<file path="src/rtl/layeriomem_wrpacker_pkg.sv">
// Shared types and constants for the layer-IO memory write packer.
// Geometry parameters, instruction / dfifo word layouts, FSM encodings.
package layeriomem_wrpacker_pkg;

    localparam int CLKDIV  = 4;
    localparam int DATA_W  = 64;
    localparam int DIGIT_W = 16;
    localparam int ADDR_W  = 14;
    localparam int DFIFO_W = DATA_W + DIGIT_W + ADDR_W;

    typedef logic [DIGIT_W-1:0] digit_t;
    typedef logic [ADDR_W-1:0]  addr_t;

    localparam digit_t CLKDIV_D = digit_t'(CLKDIV);

    // Field order matches instruc_d = {offset, stride_h, size_h, size_w}.
    typedef struct packed {
        digit_t offset;
        digit_t stride_h;
        digit_t size_h;
        digit_t size_w;
    } wr_instruc_t;

    typedef struct packed {
        logic [DATA_W-1:0] value;
        digit_t            addressmem_address;
        addr_t             addressmem_d;
    } wr_dfifo_d_t;

    localparam logic [1:0] ST_IDLE = 2'd0;
    localparam logic [1:0] ST_LOAD = 2'd1;
    localparam logic [1:0] ST_RUN  = 2'd2;
    localparam logic [1:0] ST_DONE = 2'd3;

    function automatic digit_t lane_popcount(input logic [CLKDIV-1:0] v);
        digit_t n;
        n = '0;
        for (int i = 0; i < CLKDIV; i++) begin
            n = n + digit_t'(v[i]);
        end
        return n;
    endfunction

endpackage

</file>
<file path="src/rtl/layeriomem_wrpacker_if.sv">
// Bus bundle of the write packer: instruction FIFO, input beat stream,
// per-lane dfifo push side and layer status. slave = packer, master = env.
interface layeriomem_wrpacker_if;
    import layeriomem_wrpacker_pkg::*;

    logic                      instruc_valid;
    logic [4*DIGIT_W-1:0]      instruc_d;
    logic                      instruc_rdreq;
    logic                      in_valid;
    logic [CLKDIV*DATA_W-1:0]  in_value;
    logic                      in_ready;
    logic [CLKDIV-1:0]         dfifo_full;
    logic [CLKDIV-1:0]         dfifo_wrreq;
    logic [CLKDIV*DFIFO_W-1:0] dfifo_d;
    logic                      wrote_layer;
    digit_t                    total_writes;

    modport slave (
        input  instruc_valid, instruc_d, in_valid, in_value, dfifo_full,
        output instruc_rdreq, in_ready, dfifo_wrreq, dfifo_d,
        output wrote_layer, total_writes
    );

    modport master (
        output instruc_valid, instruc_d, in_valid, in_value, dfifo_full,
        input  instruc_rdreq, in_ready, dfifo_wrreq, dfifo_d,
        input  wrote_layer, total_writes
    );

endinterface

</file>
<file path="src/rtl/layeriomem_wr_addrgen.sv">
// Per-beat address generator: w/h counters, row accumulators, lane masks.
// Ports: clk, resetn, load (capture instr), accept (advance), lane outputs, last_beat.
module layeriomem_wr_addrgen
    import layeriomem_wrpacker_pkg::*;
(
    input  logic                     clk,
    input  logic                     resetn,
    input  logic                     load,
    input  logic                     accept,
    input  wr_instruc_t              instr,
    output logic [CLKDIV-1:0]        lane_en,
    output digit_t [CLKDIV-1:0]      lane_idx,
    output addr_t [CLKDIV-1:0]       lane_addr,
    output logic                     last_beat
);

    digit_t size_w_q, size_w_d;
    digit_t size_h_q, size_h_d;
    digit_t stride_q, stride_d;
    digit_t w_q, w_d;
    digit_t h_q, h_d;
    digit_t row_idx_q, row_idx_d;
    digit_t row_base_q, row_base_d;
    logic   row_end;

    // One extra bit so w+CLKDIV never wraps near the top of the range.
    assign row_end   = ({1'b0, w_q} + {1'b0, CLKDIV_D}) >= {1'b0, size_w_q};
    assign last_beat = row_end && (h_q == size_h_q - digit_t'(1));

    always_comb begin
        size_w_d   = size_w_q;
        size_h_d   = size_h_q;
        stride_d   = stride_q;
        w_d        = w_q;
        h_d        = h_q;
        row_idx_d  = row_idx_q;
        row_base_d = row_base_q;
        if (load) begin
            size_w_d   = instr.size_w;
            size_h_d   = instr.size_h;
            stride_d   = instr.stride_h;
            w_d        = '0;
            h_d        = '0;
            row_idx_d  = '0;
            row_base_d = instr.offset;
        end else if (accept) begin
            if (row_end) begin
                w_d        = '0;
                h_d        = h_q + digit_t'(1);
                row_idx_d  = row_idx_q + size_w_q;
                row_base_d = row_base_q + stride_q;
            end else begin
                w_d = w_q + CLKDIV_D;
            end
        end
    end

    always_ff @(posedge clk) begin
        if (!resetn) begin
            size_w_q   <= '0;
            size_h_q   <= '0;
            stride_q   <= '0;
            w_q        <= '0;
            h_q        <= '0;
            row_idx_q  <= '0;
            row_base_q <= '0;
        end else begin
            size_w_q   <= size_w_d;
            size_h_q   <= size_h_d;
            stride_q   <= stride_d;
            w_q        <= w_d;
            h_q        <= h_d;
            row_idx_q  <= row_idx_d;
            row_base_q <= row_base_d;
        end
    end

    for (genvar i = 0; i < CLKDIV; i++) begin : g_lane
        localparam logic [DIGIT_W:0] OFF_X = (DIGIT_W + 1)'(i);
        localparam digit_t           OFF   = digit_t'(i);
        digit_t addr_full;

        assign lane_en[i]  = ({1'b0, w_q} + OFF_X) < {1'b0, size_w_q};
        assign lane_idx[i] = row_idx_q + w_q + OFF;
        assign addr_full   = row_base_q + w_q + OFF;
        // Physical address wraps modulo 2^ADDR_W.
        assign lane_addr[i] = addr_full[ADDR_W-1:0];
    end

endmodule

</file>
<file path="src/rtl/layeriomem_wrpacker.sv">
// Write-side producer for the layer-IO memory: FSM, handshake, dfifo regs.
// Ports: clk, resetn (sync, active-low), bus (layeriomem_wrpacker_if.slave).
// Option LAYERIOMEM_WRPACKER_COUNT_EN: total_writes counter + count check.
module layeriomem_wrpacker
    import layeriomem_wrpacker_pkg::*;
(
    input logic                  clk,
    input logic                  resetn,
    layeriomem_wrpacker_if.slave bus
);

    logic [1:0]               state_q, state_d;
    wr_instruc_t              instr_in;
    logic                     load;
    logic                     in_ready;
    logic                     accept;
    logic                     last_beat;
    logic                     size_zero;
    logic [CLKDIV-1:0]        lane_en;
    digit_t [CLKDIV-1:0]      lane_idx;
    addr_t [CLKDIV-1:0]       lane_addr;
    logic [CLKDIV-1:0]        wrreq_q, wrreq_d;
    wr_dfifo_d_t [CLKDIV-1:0] dout_q, dout_d;

    assign instr_in  = wr_instruc_t'(bus.instruc_d);
    assign load      = (state_q == ST_LOAD);
    assign size_zero = (instr_in.size_w == '0) || (instr_in.size_h == '0);
    // A beat is only taken when every lane has room, keeping lanes in lockstep.
    assign in_ready  = (state_q == ST_RUN) && !(|bus.dfifo_full);
    assign accept    = bus.in_valid && in_ready;

    layeriomem_wr_addrgen u_addrgen (
        .clk       (clk),
        .resetn    (resetn),
        .load      (load),
        .accept    (accept),
        .instr     (instr_in),
        .lane_en   (lane_en),
        .lane_idx  (lane_idx),
        .lane_addr (lane_addr),
        .last_beat (last_beat)
    );

    always_comb begin
        state_d = state_q;
        unique case (state_q)
            ST_IDLE: if (bus.instruc_valid) state_d = ST_LOAD;
            ST_LOAD: state_d = size_zero ? ST_DONE : ST_RUN;
            ST_RUN:  if (accept && last_beat) state_d = ST_DONE;
            ST_DONE: state_d = ST_IDLE;
            default: state_d = ST_IDLE;
        endcase
    end

    always_comb begin
        wrreq_d = accept ? lane_en : '0;
        dout_d  = dout_q;
        if (accept) begin
            for (int i = 0; i < CLKDIV; i++) begin
                dout_d[i].value              = bus.in_value[i*DATA_W +: DATA_W];
                dout_d[i].addressmem_address = lane_idx[i];
                dout_d[i].addressmem_d       = lane_addr[i];
            end
        end
    end

    always_ff @(posedge clk) begin
        if (!resetn) begin
            state_q <= ST_IDLE;
            wrreq_q <= '0;
            dout_q  <= '0;
        end else begin
            state_q <= state_d;
            wrreq_q <= wrreq_d;
            dout_q  <= dout_d;
        end
    end

    assign bus.instruc_rdreq = load;
    assign bus.in_ready      = in_ready;
    assign bus.dfifo_wrreq   = wrreq_q;
    assign bus.dfifo_d       = dout_q;
    assign bus.wrote_layer   = (state_q == ST_DONE);

`ifdef LAYERIOMEM_WRPACKER_COUNT_EN
    digit_t total_q, total_d;
    digit_t expect_q, expect_d;
    logic   err_q, err_d;

    // The final beat's pushes are visible in DONE, so compare the next count.
    always_comb begin
        total_d  = total_q;
        expect_d = expect_q;
        err_d    = err_q;
        if (load) begin
            total_d  = '0;
            expect_d = instr_in.size_w * instr_in.size_h;
        end else begin
            total_d = total_q + lane_popcount(wrreq_q);
        end
        if ((state_q == ST_DONE) && (total_d != expect_q)) err_d = 1'b1;
    end

    always_ff @(posedge clk) begin
        if (!resetn) begin
            total_q  <= '0;
            expect_q <= '0;
            err_q    <= 1'b0;
        end else begin
            total_q  <= total_d;
            expect_q <= expect_d;
            err_q    <= err_d;
        end
    end

    assign bus.total_writes = total_q;

    a_count_ok: assert property (@(posedge clk) disable iff (!resetn) !err_q);
`else
    assign bus.total_writes = '0;
`endif

endmodule

</file>
<file path="src/flat_wrapper.sv">
// flat-port wrapper written by rule: the top's interface ports become plain ports
module layeriomem_wrpacker_flat import layeriomem_wrpacker_pkg::*;
  (clk, resetn, bus_instruc_valid, bus_instruc_d, bus_in_valid, bus_in_value, bus_dfifo_full, bus_instruc_rdreq, bus_in_ready, bus_dfifo_wrreq, bus_dfifo_d, bus_wrote_layer, bus_total_writes);
  layeriomem_wrpacker_if bus_i ();
  input logic clk;
  input logic resetn;
  input wire logic [$bits(bus_i.instruc_valid)-1:0] bus_instruc_valid;
  input wire logic [$bits(bus_i.instruc_d)-1:0] bus_instruc_d;
  input wire logic [$bits(bus_i.in_valid)-1:0] bus_in_valid;
  input wire logic [$bits(bus_i.in_value)-1:0] bus_in_value;
  input wire logic [$bits(bus_i.dfifo_full)-1:0] bus_dfifo_full;
  output wire logic [$bits(bus_i.instruc_rdreq)-1:0] bus_instruc_rdreq;
  output wire logic [$bits(bus_i.in_ready)-1:0] bus_in_ready;
  output wire logic [$bits(bus_i.dfifo_wrreq)-1:0] bus_dfifo_wrreq;
  output wire logic [$bits(bus_i.dfifo_d)-1:0] bus_dfifo_d;
  output wire logic [$bits(bus_i.wrote_layer)-1:0] bus_wrote_layer;
  output wire logic [$bits(bus_i.total_writes)-1:0] bus_total_writes;
  assign bus_i.instruc_valid = bus_instruc_valid;
  assign bus_i.instruc_d = bus_instruc_d;
  assign bus_i.in_valid = bus_in_valid;
  assign bus_i.in_value = bus_in_value;
  assign bus_i.dfifo_full = bus_dfifo_full;
  assign bus_instruc_rdreq = bus_i.instruc_rdreq;
  assign bus_in_ready = bus_i.in_ready;
  assign bus_dfifo_wrreq = bus_i.dfifo_wrreq;
  assign bus_dfifo_d = bus_i.dfifo_d;
  assign bus_wrote_layer = bus_i.wrote_layer;
  assign bus_total_writes = bus_i.total_writes;
  layeriomem_wrpacker u_core (.clk(clk), .resetn(resetn), .bus(bus_i));
endmodule
</file>
<file path="config.mk">
export PLATFORM = sky130hd
export DESIGN_NAME = layeriomem_wrpacker_flat
export DESIGN_NICKNAME = d
export VERILOG_FILES = /design/src/rtl/layeriomem_wrpacker_pkg.sv /design/src/rtl/layeriomem_wrpacker_if.sv /design/src/rtl/layeriomem_wr_addrgen.sv /design/src/rtl/layeriomem_wrpacker.sv /design/src/flat_wrapper.sv
export SDC_FILE = /design/constraint.sdc
export NUM_CORES = 1
export LEC_CHECK = 0
export BUFFER_PORTS_ARGS = -buffer_cell sky130_fd_sc_hd__buf_4
export CAP_MARGIN = 40
export CORE_AREA = 2 2 286 288
export DETAILED_ROUTE_END_ITERATION = 10
export DIE_AREA = 0 0 288 290
export GPL_ROUTABILITY_DRIVEN = 1
export SLEW_MARGIN = 10
export SYNTH_ARGS = -nofsm -noshare
export SYNTH_HDL_FRONTEND = slang
export SYNTH_SLANG_ARGS = --single-unit
</file>
<file path="constraint.sdc">
create_clock -name clk -period 4.5 [get_ports clk]
set_input_delay 0.9 -clock clk [delete_from_list [all_inputs] [get_ports clk]]
set_output_delay 0.9 -clock clk [all_outputs]
set_load 0.02 [all_outputs]
</file>
==> flow_summary.json <==
{
  "outcome": "completed",
  "io_buffers": 706,
  "placed_cells": 4505,
  "path_max_fanout": 42,
  "fp.dieH_um": 290,
  "path_clk_slew_ns": 0.06,
  "irDropWorstVdd_v": 0.000305,
  "coreArea_um2": 80200,
  "yosysUniqueCellTypes": 73,
  "r2r_start": "u_core.u_addrgen.w_q[3]$_SDFFE_PP0P_",
  "slew_violations": 0,
  "clockBufferDepth": 3,
  "grt_pass1_vias": 20500,
  "cp_num_buf_inv": 1,
  "whs_ns": 0.453,
  "antenna_found_initial": 10,
  "drive_gt1_share_pct": 24.7,
  "cpMaxStageDelayCell": "o41a_1",
  "synth_edf_count": 0,
  "ctsHtreeMaxLevel": 2,
  "start_kind": "flip-flop",
  "finalSetupViolations": 0,
  "skew_ns": 0.0409,
  "timing.rr.end": "u_core.state_q[0]$_SDFFE_PN0P_",
  "setup_slack_ns": 0.614,
  "cts_sinks": 484,
  "wl_per_cell_um": 21.6,
  "dp_hpwl_um": 78000,
  "start_util_pct": 28.6,
  "ys.flop_type": "dfxtp_1",
  "path_class": "reg2reg",
  "finalCriticalPeriod_ns": 3.89,
  "path_common_cell": "and3_1",
  "grt-ovfl-total": 0,
  "hp-class": "reg2reg",
  "final_core_util_pct": 39.1,
  "seq_area_frac_synth_pct": 42.2,
  "finalPower_mw": 12.1,
  "worstSetupPathDepth": 14,
  "ys_ff_latch": 484,
  "wirelength_um": 99500,
  "fill_cells": 8416,
  "cap_violations": 0,
  "min_from": "u_core.bus.dfifo_d[59]$_SDFFE_PN0P_",
  "grt_max_degree": 140,
  "ff2ff_setup_slack_ns": 0.61,
  "cts_buffers": 57,
  "dr.pass1.iters": 7,
  "rsz0062_at_grt": "false",
  "critPathRequiredTime_ns": 5.02,
  "cts_tree": "built",
  "dieArea_um2": 83500,
  "cellPowerDensity_nw_per_um2": 385,
  "worst_slew_pin_slew_ns": 0.860,
  "tns_ns": 0,
  "async_reset_ff_share_pct": 0,
  "drc": 0,
  "place_congestion": 0.882,
  "final_common_cell": "buf_4",
  "layout.nets": 3955,
  "arrival_ns": 4.40,
  "critPathTopFamily": "compound AO/OA/AOI/OAI gates",
  "grt_usage_pct": 22.8,
  "cts_root_buf": "clkbuf_16",
  "syn_area_um2": 23000,
  "cp-end-kind": "flip-flop",
  "grt_pass1_wl_um": 140000,
  "relSlewSlack_pct": 42.6,
  "max_stage_delay_ns": 0.44,
  "critPathLaunch": "u_core.u_addrgen.w_q[3]$_SDFFE_PP0P_",
  "cts_resized": 0,
  "fin_area_um2": 31300,
  "yosys_warnings": 0,
  "die_w_um": 288,
  "pin_count": 727,
  "placed_area_um2": 29400,
  "rr_worst_depth": 14,
  "cts_setup_buffers": 0,
  "fin_crit_sh_pct": 86.3,
  "avgSynthCellArea_um2": 7.99,
  "final_cell_mix": "buf_4, nand2_1, dfxtp_1",
  "p_leak_nw": 12.9,
  "clock_latency_ns": 0.63,
  "rows": 104,
  "hold_viol": 0,
  "cp-endpoint": "u_core.state_q[0]$_SDFFE_PN0P_",
  "ctsHoldBuffers": 0,
  "area_delta_synth_final_pct": 36.5,
  "vias": 22200,
  "drtAntennaViolNets": 0,
  "stdcell_count": 4615,
  "path_cells": "ha_1 -> and3_1 -> and3_1 -> and3_1 -> xor2_1 -> ha_1 -> and4_1 -> nand3_1 -> o31ai_1 -> a31oi_2 -> a21o_1 -> buf_12 -> o41a_1 -> a221oi_2",
  "fmax_mhz": 257,
  "routed_via_density": 4.81,
  "postSynthCellCount": 2871,
  "drt_iter0_markers": 1290,
  "pre_cts_slack_ns": 0.664
}
==> where the power goes <==
group	switching, mW	leakage (nW)	internal (mW)
combinational	1.44	8.07	1.12
sequential	0.214	3.91	4.45
clock	2.01	0.935	2.82
total	3.67	12.9	8.39
==> synthesized netlist by cell type, types with 10 or more instances <==
cell type	instances	area share, %
nor3_1	44	0.96
a211oi_1	55	1.8
xnor2_1	88	3.4
a21oi_1	379	8.3
and3_1	23	0.63
nor2_1	192	3.1
nor4_1	21	0.57
ha_1	121	6.6
nand3_1	59	1.3
clkbuf_1	174	2.8
dfxtp_1	484	42
o31ai_1	10	0.33
a311oi_1	12	0.46
buf_1	10	0.16
nand4_1	26	0.71
inv_1	53	0.87
nand2_1	696	11
o21ai_0	65	1.4
o211ai_1	13	0.43
buf_4	20	0.65
a21o_1	27	0.88
or3_1	18	0.49
nor2b_1	15	0.41
xor2_1	54	2.1
o21a_1	16	0.52
and2_1	10	0.27
mux2i_1	55	2.4
==> tightest hold or removal path: stages, from the launching register on <==
cell     delay [ns]
dfxtp_1        0.30
nand2_1        0.05
a21oi_1        0.05
==> worst min-delay path by stage <==
| stage | endpoint | slack (ns) | cells past startpoint |
|---|---|---|---|
| finish | u_core.bus.dfifo_d[59]$_SDFFE_PN0P_ | 0.45 | 2 |
| global route | u_core.bus.dfifo_d[357]$_SDFFE_PN0P_ | 0.47 | 2 |
| CTS | u_core.bus.dfifo_d[175]$_SDFFE_PN0P_ | 0.46 | 2 |
| detailed placement | u_core.bus.dfifo_d[234]$_SDFFE_PN0P_ | 0.45 | 2 |
| global placement | u_core.bus.dfifo_d[201]$_SDFFE_PN0P_ | 0.44 | 2 |
| floorplan | u_core.u_addrgen.row_idx_q[7]$_SDFFE_PP0P_ | 0.45 | 2 |
==> metal layers <==
layer / vias up / routed length (um) / global-route usage, %
li1: 11100 / - / -
met1: 10300 / 40400 / 27.0
met2: 669 / 45400 / 36.8
met3: 163 / 6200 / 4.69
met4: 2 / 7410 / 15.4
met5: - / 12 / 0
==> layout make-up <==
class / instances / area [um^2] / area share (%)
sequential: 484 / 9690 / 30.9
timing repair buffer: 764 / 5840 / 18.6
tap: 1060 / 1330 / 4.23
multi-input combinational: 2143 / 12300 / 39.3
antenna: 3 / 7.51 / 0.0240
inverter: 54 / 210 / 0.671
clock inverter: 25 / 319 / 1.02
clock buffer: 82 / 1630 / 5.20
==> registers in the layout (all words and copies together), names as in the netlist <==
signal,flops
u_core.state_q,2
u_core.u_addrgen.stride_q,14
u_core.u_addrgen.row_idx_q,16
u_core.u_addrgen.row_base_q,14
u_core.u_addrgen.size_h_q,16
u_core.bus.dfifo_d,372
u_core.bus.dfifo_wrreq,4
u_core.u_addrgen.size_w_q,16
u_core.u_addrgen.h_q,16
u_core.u_addrgen.w_q,14
==> cell families after synthesis <==
logic type | after synthesis | synth area share [%]
simple gates | 1156 | 21.6
compound gates | 646 | 16.7
flops | 484 | 42.2
buf+inv | 261 | 4.61
xor+xnor | 144 | 5.59
fa+ha+maj | 123 | 6.77
mux | 56 | 2.45
other cells | 1 | 0.0163
Power figures use the tool's default switching activity.
